<file path="config.mk">
export PLATFORM = sky130hd
export DESIGN_NAME = pixel_stream_packer
export DESIGN_NICKNAME = d
export VERILOG_FILES = /design/src/rtl/pixel_stream_packer_pkg.sv /design/src/rtl/pixel_stream_packer_sync_fifo.sv /design/src/rtl/pixel_stream_packer.sv
export SDC_FILE = /design/constraint.sdc
export NUM_CORES = 1
export LEC_CHECK = 0
export ABC_AREA = 0
export CORE_MARGIN = 2
export CORE_UTILIZATION = 50
export CTS_BUF_LIST = sky130_fd_sc_hd__clkbuf_2
export DETAILED_ROUTE_END_ITERATION = 10
export PLACE_DENSITY = 0.79
export SLEW_MARGIN = 5
export SYNTH_ARGS = -nofsm -noshare
export SYNTH_HDL_FRONTEND = slang
export SYNTH_SLANG_ARGS = --single-unit
</file>
<file path="constraint.sdc">
create_clock -name clk -period 3 [get_ports clk]
set_clock_uncertainty 0.15 [all_clocks]
set_input_delay 0.6 -clock clk [delete_from_list [all_inputs] [get_ports clk]]
set_output_delay 0.6 -clock clk [all_outputs]
set_load 0.02 [all_outputs]
</file>
<file path="src/rtl/pixel_stream_packer_pkg.sv">
// rtl/pixel_stream_packer_pkg.sv - shared video types and depth shading helper
// Purpose: RGB888 pixel type, AXIS pixel payload struct, fixed-point fraction
// width and the depth-to-grey shading function used by the packer.
package pixel_stream_packer_pkg;

   // Fractional bits of the vec3 fixed-point components (Q15.16).
   localparam int FRAC_BITS = 16;

   typedef logic [23:0] rgb888_t;

   // Payload carried through the output FIFO, MSB first: {tlast, tuser, rgb}.
   typedef struct packed {
      logic    tlast;
      logic    tuser;
      rgb888_t rgb;
   } axis_pix_t;

   // Grey level falls off linearly with depth in 1/16 units. Anything behind
   // the camera (z < 0) is treated as fully lit; far points clamp to black.
   function automatic rgb888_t shade_depth(input logic signed [31:0] z,
                                           input logic              hit,
                                           input rgb888_t           bg,
                                           input int                frac_bits);
      logic signed [31:0] zi;
      logic [7:0]         shade;
      zi = z >>> (frac_bits - 4);
      if (z < 0) begin
         shade = 8'hFF;
      end else if (zi > 32'sd255) begin
         shade = 8'h00;
      end else begin
         shade = 8'd255 - zi[7:0];
      end
      return hit ? {shade, shade, shade} : bg;
   endfunction

endpackage

</file>
<file path="src/rtl/pixel_stream_packer_sync_fifo.sv">
// rtl/pixel_stream_packer_sync_fifo.sv - parameterised first-word fall-through FIFO
// Purpose: single-clock FIFO whose head entry is visible on rd_data while
// empty is low; rd_en pops it. A write while full is accepted only when a
// read happens in the same cycle.
// Ports:
//   clk, rst        clock, synchronous active-high reset
//   wr_en, wr_data  push request and data
//   rd_en, rd_data  pop request and head-of-queue data
//   count           current occupancy (0..DEPTH)
//   full, empty     occupancy flags
module pixel_stream_packer_sync_fifo #(
   parameter int WIDTH = 26,
   parameter int DEPTH = 16
) (
   input  logic                       clk,
   input  logic                       rst,
   input  logic                       wr_en,
   input  logic [WIDTH-1:0]           wr_data,
   input  logic                       rd_en,
   output logic [WIDTH-1:0]           rd_data,
   output logic [$clog2(DEPTH):0]     count,
   output logic                       full,
   output logic                       empty
);

   localparam int AW = $clog2(DEPTH);

   logic [WIDTH-1:0] mem_q [DEPTH];
   logic [AW-1:0]    wr_ptr_q, wr_ptr_d;
   logic [AW-1:0]    rd_ptr_q, rd_ptr_d;
   logic [AW:0]      count_q, count_d;
   logic             do_wr, do_rd;

   always_comb begin
      do_rd    = rd_en && (count_q != '0);
      // A pop in the same cycle frees the slot, so a full FIFO still accepts.
      do_wr    = wr_en && ((count_q != (AW+1)'(DEPTH)) || do_rd);
      wr_ptr_d = do_wr ? wr_ptr_q + 1'b1 : wr_ptr_q;
      rd_ptr_d = do_rd ? rd_ptr_q + 1'b1 : rd_ptr_q;
      count_d  = count_q + (AW+1)'(do_wr) - (AW+1)'(do_rd);
   end

   always_ff @(posedge clk) begin
      if (rst) begin
         wr_ptr_q <= '0;
         rd_ptr_q <= '0;
         count_q  <= '0;
      end else begin
         wr_ptr_q <= wr_ptr_d;
         rd_ptr_q <= rd_ptr_d;
         count_q  <= count_d;
      end
   end

   always_ff @(posedge clk) begin
      if (do_wr) begin
         mem_q[wr_ptr_q] <= wr_data;
      end
   end

   assign rd_data = mem_q[rd_ptr_q];
   assign count   = count_q;
   assign full    = (count_q == (AW+1)'(DEPTH));
   assign empty   = (count_q == '0);

endmodule

</file>
<file path="src/rtl/pixel_stream_packer.sv">
// rtl/pixel_stream_packer.sv - shades ray-march results into an AXI4-Stream video stream
// Purpose: registers a depth shade per incoming pixel, tags it with
// start-of-frame / end-of-line from raster counters, buffers it in a FWFT
// FIFO and presents the FIFO head as the AXIS beat.
// Ports:
//   clk, rst                          clock, synchronous active-high reset
//   pixel_valid_in, hit_in,
//   surface_point_in                  raster-ordered pixel results (vec3 {x,y,z})
//   pixel_ready_out                   upstream throttle (registered)
//   m_axis_tdata/tvalid/tready/
//   m_axis_tuser/tlast                video stream, tuser = SOF, tlast = EOL
//   frame_done                        pulse with the handshake of a frame's last beat
//   overflow_err                      sticky, a pixel was dropped on a full FIFO
module pixel_stream_packer #(
   parameter int          IMG_WIDTH  = 8,
   parameter int          IMG_HEIGHT = 8,
   parameter int          FIFO_DEPTH = 16,
   parameter int          SKID       = 4,
   parameter int          FRAC_BITS  = pixel_stream_packer_pkg::FRAC_BITS,
   parameter logic [23:0] BG_COLOR   = 24'h000000
) (
   input  logic        clk,
   input  logic        rst,
   input  logic        pixel_valid_in,
   input  logic        hit_in,
   input  logic [95:0] surface_point_in,
   output logic        pixel_ready_out,
   output logic [23:0] m_axis_tdata,
   output logic        m_axis_tvalid,
   input  logic        m_axis_tready,
   output logic        m_axis_tuser,
   output logic        m_axis_tlast,
   output logic        frame_done,
   output logic        overflow_err
);

   import pixel_stream_packer_pkg::*;

   localparam int XW = (IMG_WIDTH  > 1) ? $clog2(IMG_WIDTH)  : 1;
   localparam int YW = (IMG_HEIGHT > 1) ? $clog2(IMG_HEIGHT) : 1;
   localparam int AW = $clog2(FIFO_DEPTH);
   localparam int OW = AW + 2;
   localparam int PW = $bits(axis_pix_t);

   logic [XW-1:0] x_cnt_q, x_cnt_d;
   logic [YW-1:0] y_cnt_q, y_cnt_d;
   logic          s1_valid_q, s1_valid_d;
   axis_pix_t     s1_pix_q, s1_pix_d;
   logic          overflow_q, overflow_d;
   logic          ready_q, ready_d;
   logic [YW-1:0] out_line_q, out_line_d;

   logic          fifo_push, fifo_pop, fifo_full, fifo_empty;
   logic [AW:0]   fifo_count;
   logic [PW-1:0] fifo_rd_data;
   axis_pix_t     fifo_head;
   logic [OW-1:0] occ_next;
   logic [YW-1:0] line_base;
   logic          unused_xy;

   // Only depth drives the shade; x and y of the surface point are ignored.
   assign unused_xy = ^surface_point_in[95:32];
   assign fifo_head = axis_pix_t'(fifo_rd_data);

   always_comb begin
      s1_valid_d = pixel_valid_in;
      s1_pix_d   = s1_pix_q;
      x_cnt_d    = x_cnt_q;
      y_cnt_d    = y_cnt_q;
      out_line_d = out_line_q;
      frame_done = 1'b0;

      // Counters advance on every valid pixel, even ones later dropped, so
      // tags stay aligned with the upstream raster after an overflow.
      if (pixel_valid_in) begin
         s1_pix_d.rgb   = shade_depth(surface_point_in[31:0], hit_in, BG_COLOR, FRAC_BITS);
         s1_pix_d.tuser = (x_cnt_q == '0) && (y_cnt_q == '0);
         s1_pix_d.tlast = (x_cnt_q == XW'(IMG_WIDTH - 1));
         if (x_cnt_q == XW'(IMG_WIDTH - 1)) begin
            x_cnt_d = '0;
            y_cnt_d = (y_cnt_q == YW'(IMG_HEIGHT - 1)) ? '0 : y_cnt_q + 1'b1;
         end else begin
            x_cnt_d = x_cnt_q + 1'b1;
         end
      end

      fifo_pop   = !fifo_empty && m_axis_tready;
      fifo_push  = s1_valid_q && (!fifo_full || fifo_pop);
      overflow_d = overflow_q || (s1_valid_q && !fifo_push);

      // Throttle on next-cycle occupancy so the registered flag reflects the
      // state it is presented with; that keeps the full SKID window usable.
      occ_next = OW'(fifo_count) + OW'(fifo_push) - OW'(fifo_pop) + OW'(s1_valid_d);
      ready_d  = (occ_next < OW'(FIFO_DEPTH - SKID));

      // Output-side line count restarts on every tuser beat, independent of
      // the input raster counters.
      line_base = fifo_head.tuser ? '0 : out_line_q;
      if (fifo_pop) begin
         out_line_d = line_base;
         if (fifo_head.tlast) begin
            if (line_base == YW'(IMG_HEIGHT - 1)) begin
               frame_done = 1'b1;
               out_line_d = '0;
            end else begin
               out_line_d = line_base + 1'b1;
            end
         end
      end
   end

   always_ff @(posedge clk) begin
      if (rst) begin
         x_cnt_q    <= '0;
         y_cnt_q    <= '0;
         s1_valid_q <= 1'b0;
         s1_pix_q   <= '0;
         overflow_q <= 1'b0;
         ready_q    <= 1'b1;
         out_line_q <= '0;
      end else begin
         x_cnt_q    <= x_cnt_d;
         y_cnt_q    <= y_cnt_d;
         s1_valid_q <= s1_valid_d;
         s1_pix_q   <= s1_pix_d;
         overflow_q <= overflow_d;
         ready_q    <= ready_d;
         out_line_q <= out_line_d;
      end
   end

   pixel_stream_packer_sync_fifo #(
      .WIDTH (PW),
      .DEPTH (FIFO_DEPTH)
   ) u_fifo (
      .clk     (clk),
      .rst     (rst),
      .wr_en   (fifo_push),
      .wr_data (s1_pix_q),
      .rd_en   (fifo_pop),
      .rd_data (fifo_rd_data),
      .count   (fifo_count),
      .full    (fifo_full),
      .empty   (fifo_empty)
   );

   // The FIFO head is the beat; mask it while empty so idle outputs read 0.
   assign m_axis_tvalid   = !fifo_empty;
   assign m_axis_tdata    = fifo_empty ? '0   : fifo_head.rgb;
   assign m_axis_tuser    = fifo_empty ? 1'b0 : fifo_head.tuser;
   assign m_axis_tlast    = fifo_empty ? 1'b0 : fifo_head.tlast;
   assign pixel_ready_out = ready_q;
   assign overflow_err    = overflow_q;

endmodule
</file>
[After elaboration in Yosys (flattened, before gate mapping)]
Memories as Yosys holds them, arrays and structs flattened. A register that Yosys moved wholly into a read port is not among the register bits.
Index checks and enable logic that the tools add are counted.
Storage, ports and cells
  output and inout port bits: 30
  logic and storage cells: 67
  RAM bits: 416
  register bits after elaboration: 51
  input bits: 101
  memories: 1
Operators by class
  eq/ne operators: 5
  order comparisons: 3
  reductions and logical operators: 17
  add/sub/neg operators: 11
  muxes and demuxes: 18
Memories
  u_fifo.mem_q: depth 16, bits a word 26, rd ports 1, clocked after memory_dff 1, wr ports 1, RTL line pixel_stream_packer_sync_fifo.sv:28  | logic [WIDTH-1:0] mem_q [DEPTH];
Operators by type and width (count)
  24-bit 2-to-1 mux: 2
  32-bit by 1-bit less-than comparator with 1-bit output (second input constant): 1
  20-bit by 9-bit greater-than comparator with 1-bit output (second input constant): 1
  8-bit 2-to-1 mux: 2
  3-bit 2-to-1 mux: 5
  3-bit by 1-bit adder with 3-bit output (second input constant): 3
  3-bit equality test (second input constant): 3
  4-bit by 1-bit adder with 4-bit output (second input constant): 2
  4-bit 2-to-1 mux: 2
  8-bit subtractor (first input constant): 1
  1-bit 2-to-1 mux: 7
  5-bit by 1-bit adder with 6-bit output: 1
  6-bit by 1-bit adder with 6-bit output: 1
  1-bit logical AND: 6
  3-bit zero test: 2
  6-bit by 4-bit less-than comparator with 1-bit output (second input constant): 1
  6-bit by 1-bit subtractor with 6-bit output: 1
  5-bit by 1-bit adder with 5-bit output: 1
  5-bit equality test (second input constant): 1
  5-bit zero test: 1
  5-bit inequality test (second input constant): 1
  5-bit nonzero test: 1
  5-bit by 1-bit subtractor with 5-bit output: 1
  1-bit zero test: 3
  2 further kinds: 4

[Longest topological paths before layout]
  depth in word-level cells: 9
  depth in mapped cells: 17
  depth with buffers taken out: 17

[By module]
From an unflattened synthesis, not the netlist that was laid out.
Unflattened totals
  cell total of the unflattened synthesis: 911
  area, all modules: 18041.1 µm²
By module, submodules not included
  pixel_stream_packer_sync_fifo: cells an instance 745, sequential area each 12832.3 µm², area an instance 16651.0 µm², instances 1
  pixel_stream_packer: cells an instance 166, sequential area each 440.4 µm², area an instance 1390.1 µm², instances 1

[Worst setup path after synthesis]
Ideal clock, no wire load.
  path kind: register -> register
  start: register u_fifo.count_q[2] (netlist: u_fifo.count[2])
  end: register ready_q (netlist: pixel_ready_out)
  stages on the path, launching flop included: 16
  clock period less this slack: 3.144 ns
  arrival time: 2.934 ns
  path buffers: 0
  setup slack: -0.144 ns
  setup time: 0.060 ns
  data required time: 2.790 ns
  path through: dfxtp_1 > inv_1 > ha_1 > nor4b_1 > inv_1 > nand2_1 > inv_1 > ha_1 > inv_1 > ha_1 > a21o_1 > a21oi_1 > o21ai_0 > nor4b_1 > o22ai_1 > nand2b_1
On the way
  longest elaborated chain between the ends: 9
  elaborated cells on any way between the ends: 11
  classes of those cells: add/sub: 3; order compare: 1; eq/ne: 1; reduce/logical: 6
Ends and longest elaborated chain
  start: declaration: RTL line pixel_stream_packer_sync_fifo.sv:31  | logic [AW:0] count_q, count_d;
  start signal: assignment: RTL line pixel_stream_packer_sync_fifo.sv:51  | count_q <= count_d;
  5-bit zero test *: RTL line pixel_stream_packer_sync_fifo.sv:64  | assign empty = (count_q == '0);
  1-bit zero test *
  net m_axis_tvalid: RTL line pixel_stream_packer.sv:29  | output logic m_axis_tvalid,
  1-bit logical AND *: RTL line pixel_stream_packer.sv:87  | fifo_pop = !fifo_empty && m_axis_tready;
  net fifo_pop: RTL line pixel_stream_packer.sv:53  | logic fifo_push, fifo_pop, fifo_full, fifo_empty;
  1-bit logical OR: RTL line pixel_stream_packer.sv:88  | fifo_push = s1_valid_q && (!fifo_full || fifo_pop);
  1-bit logical AND: RTL line pixel_stream_packer.sv:88
  5-bit by 1-bit adder with 6-bit output: RTL line pixel_stream_packer.sv:93  | occ_next = OW'(fifo_count) + OW'(fifo_push) - OW'(fifo_pop) + OW'(s1_valid_d);
  6-bit by 1-bit subtractor with 6-bit output *: RTL line pixel_stream_packer.sv:93
  6-bit by 1-bit adder with 6-bit output *: RTL line pixel_stream_packer.sv:93
  6-bit by 4-bit less-than comparator with 1-bit output *: RTL line pixel_stream_packer.sv:94  | ready_d = (occ_next < OW'(FIFO_DEPTH - SKID));
  end signal: assignment: RTL line pixel_stream_packer.sv:127  | ready_q <= ready_d;
  end: declaration: RTL line pixel_stream_packer.sv:50  | logic ready_q, ready_d;
The timed path passes the listed nets; every way through them passes the cells marked *.
A chain may end at the register's enable or synchronous reset.

==> results.toml <==
[outcome]
status = "complete, but fails checks"
violations = "negative setup slack"

[drt]
first_pass_iters = 5
drt-initial-drc-count = 393
num_vias = 4629
viasPerCell = 5.604
wl_per_cell_um = 20.36
drc = 0
drtAntennaViolNets = 0
routed_wl_mm = 16.82

[finish]
fillCellCount = 1185
final_area_mm2 = 0.009726
fin_util_pct = 59.07
final_nets = 717
final_layout_size_suffix_gt1_share_pct = 31.74
area_growth_pct = 16.40

[pwr]
powerDensity_mw_per_mm2 = 733.9
leakage_nw = 3.415
pwr-share-seq_pct = 44.4
vdd_drop_max_mv = 0.4063
p_switching_w = 0.002294
p_clk_share_pct = 17.0
sw_frac_of_total_pct = 32.15
power.internal_w = 0.004843
combPwrFrac_pct = 38.7

[critical_path]
worstSetupStartpointType = "register"
worstSetupEndpointType = "output port"
cp.arrival_ns = 2.88
crit_fanout = 8
crit_type = "reg -> out"
slowest_delay_ns = 0.48
path_cells = "buf_12 > buf_6 > buf_6 > mux4_2 > mux4_2 > and2_4 > buf_6"
path_buf_inv = 4
cp.required_ns = 2.25
cp_top_family = "multiplexers"
crit_top_cell = "buf_6"
crit_path_top_delay_cell = "dfxtp_4"

[logic_synthesis]
yosys.area_share.xor_xnor_pct = 1.153
synth-seq-cells = 199
async_flop_share_pct = 0
yosys.area_share.adder_pct = 3.684
synth_compound_area_share_pct = 2.785
synth_nets = 624
yosysSeqAreaShare_pct = 66.85
yosysTopAreaCell = "edfxtp_1"
ys_top_cells_by_count = "edfxtp_1, nor2_1, dfxtp_1"
synth_top_area_share_pct = 57.50
post-synth-top-count-cell = "edfxtp_1"
synth_area_leaders = "edfxtp_1, dfxtp_1, mux4_1, mux4_2, ha_1"
syn_area_per_cell_um2 = 16.74
yosysWarnings = 0
synthSimpleGateAreaFrac_pct = 6.993
synth_area_mm2 = 0.008356
synth-main-ff-cell = "edfxtp_1"
synth_top_family_by_area = "multiplexers"
synthMuxAreaShare_pct = 14.30
netlist_instances = 499
synth-edff-count = 160
ys_types = 41

[sta]
holdWs_ns = 0.3477
timing.setup.tns_ns = -15.37
max_freq_mhz = 275.7
setup_viol = 27
timing.final.crit_share_pct = 120.9
finalHoldViolCount = 0
relSlewSlack_pct = 59.62
layout_min_cycle_time_ns = 3.627
rsz0062_at_grt = "yes"
finalMaxSlewViolations = 0
layout_setup_ws_ns = -0.6267
worstMarginPinSlew_ns = 0.6049

[cts]
cts_buffer_depth = 2
cts_buffers = 17
cts_tree = "done"
cts.sinks = 199
cts-root-buf = "clkbuf_2"
htreeDepth = 4
clk_latency_ns = 0.78
clk_pin_slew_ns = 0.28

[grt]
first_global_vias = 4756
overflow = 0
grt_util_all_layers_pct = 20.04
grt_pass1_wl_mm = 26.23
antenna_found_initial = 1
grt_max_degree = 20

[die]
die_h_um = 133.3
start_util_pct = 50.74
die_area_mm2 = 0.01776
die_w_um = 133.3
rows = 47
pin_count = 131
core_area_mm2 = 0.01647

[place]
post-dp-hpwl_mm = 10.72
dpl_worst_slack_ns = -0.3033
io_buffers = 54
routabilityCongestion = 0.7831
placed_area_mm2 = 0.009314

[job]
maxCapViolCount = 0

[worst_hold_path]
hold_path.class = "reg -> reg"
-- timing repair --
| item | in CTS | in global routing |
|---|---|---|
| cloned | 2 | 0 |
| setup endpoints to repair | 28 | 30 |
| gates resized for setup | 202 | 29 |
| hold buffers | 0 | 0 |
| pin swaps | 8 | 12 |
| endpoints found under the hold margin | 0 | 0 |
| buffers inserted | 5 | 4 |
-- placed cells by master, fill, tap and decap left out, types with 3 or more instances in the layout --
| cell | count |
|---|---|
| nor4_1 | 3 |
| inv_6 | 5 |
| a21oi_1 | 16 |
| nand2_1 | 19 |
| mux4_1 | 3 |
| inv_2 | 3 |
| nor2_1 | 46 |
| nand4_1 | 3 |
| mux4_2 | 45 |
| buf_4 | 45 |
| nor3_1 | 6 |
| edfxtp_1 | 160 |
| buf_6 | 31 |
| a2bb2oi_1 | 8 |
| nor2b_1 | 13 |
| nand2b_1 | 6 |
| clkbuf_2 | 19 |
| dfxtp_1 | 36 |
| buf_12 | 7 |
| inv_1 | 20 |
| clkdlybuf4s50_1 | 26 |
| xnor2_1 | 3 |
| and2_4 | 8 |
| inv_8 | 3 |
| ha_1 | 21 |
| xor2_1 | 8 |
-- per-stage QoR --
stage / power (W) / cells
floorplan: 0.004847 / 499
global placement: 0.005457 / 784
detailed placement: 0.005530 / 784
CTS: 0.007106 / 823
global route: 0.007489 / 826
finish: 0.007137 / 826
-- power groups by stage --
| stage | clock, W | sequential, W | combinational (W) |
|---|---|---|---|
| global placement | 0 | 0.00320 | 0.00226 |
| finish | 0.00121 | 0.00317 | 0.00276 |
| floorplan | 0 | 0.00318 | 0.00167 |
| CTS | 0.00124 | 0.00316 | 0.00270 |
| detailed placement | 0 | 0.00320 | 0.00233 |
| global route | 0.00134 | 0.00318 | 0.00297 |
-- worst register-to-register path, stage by stage (launching register included) --
cell	delay (ns)
dfxtp_2	0.40
inv_2	0.08
ha_4	0.14
nor4b_4	0.23
inv_2	0.08
nand2_2	0.08
inv_1	0.06
buf_4	0.15
ha_1	0.29
inv_1	0.06
ha_2	0.16
inv_1	0.05
fa_2	0.34
inv_1	0.06
a21oi_1	0.06
nor2_1	0.13
nor2_1	0.07
xor2_1	0.13
nor2_1	0.08
-- final cells by class --
class | count | area, um^2 | share of cell area, %
Sequential cell | 199 | 5592 | 57.49
Clock inverter | 13 | 132.6 | 1.364
Clock buffer | 19 | 95.09 | 0.9777
Inverter | 23 | 86.33 | 0.8877
Multi-Input combinational cell | 241 | 2450 | 25.19
Tap cell | 220 | 275.3 | 2.830
Antenna cell | 1 | 2.502 | 0.02573
Timing Repair Buffer | 110 | 1092 | 11.23
-- cells by family (layout without fill, tap and decap cells) --
kind of cell	after synthesis	in the layout
XOR/XNOR	11	11
AO/OA/AOI/OAI	35	35
adder cells (fa/ha/maj)	24	24
AND/OR/NAND/NOR	121	121
multiplexers	50	50
other	0	1
flip-flops	199	199
buffers and inverters	59	165
-- layer usage --
metal | wire, um | part of all wire, % | GRT usage, %
met3 | 1058 | 6.3 | 4.072
met1 | 6733 | 40 | 25.89
met5 | 0 | 0 | 0
met4 | 351 | 2.1 | 7.979
met2 | 8676 | 52 | 33.62
-- state kept, by name (all words and copies together), names as in the netlist, 3 cells and up, named ones only --
register         cells
y_cnt_q              3
out_line_q           3
u_fifo.rd_ptr_q      4
s1_pix_q            10
u_fifo.wr_ptr_q      4
u_fifo.mem_q       160
u_fifo.count         5
x_cnt_q              3
-- worst paths after layout --
kind | startpoint | endpoint | slack, ns | cells after the start
setup / recovery | register | m_axis_tdata[20] | -0.63 | 7
hold / removal | out_line_q[2]$_SDFFE_PP0P_ | out_line_q[2]$_SDFFE_PP0P_ | 0.35 | 2
setup reg to reg | u_fifo.count[3]$_SDFF_PP0_ | u_fifo.count[4]$_SDFF_PP0_ | 0.19 | 18
hold reg to reg | out_line_q[2]$_SDFFE_PP0P_ | out_line_q[2]$_SDFFE_PP0P_ | 0.35 | 2
No activity file was read; power rests on OpenSTA's default activity.
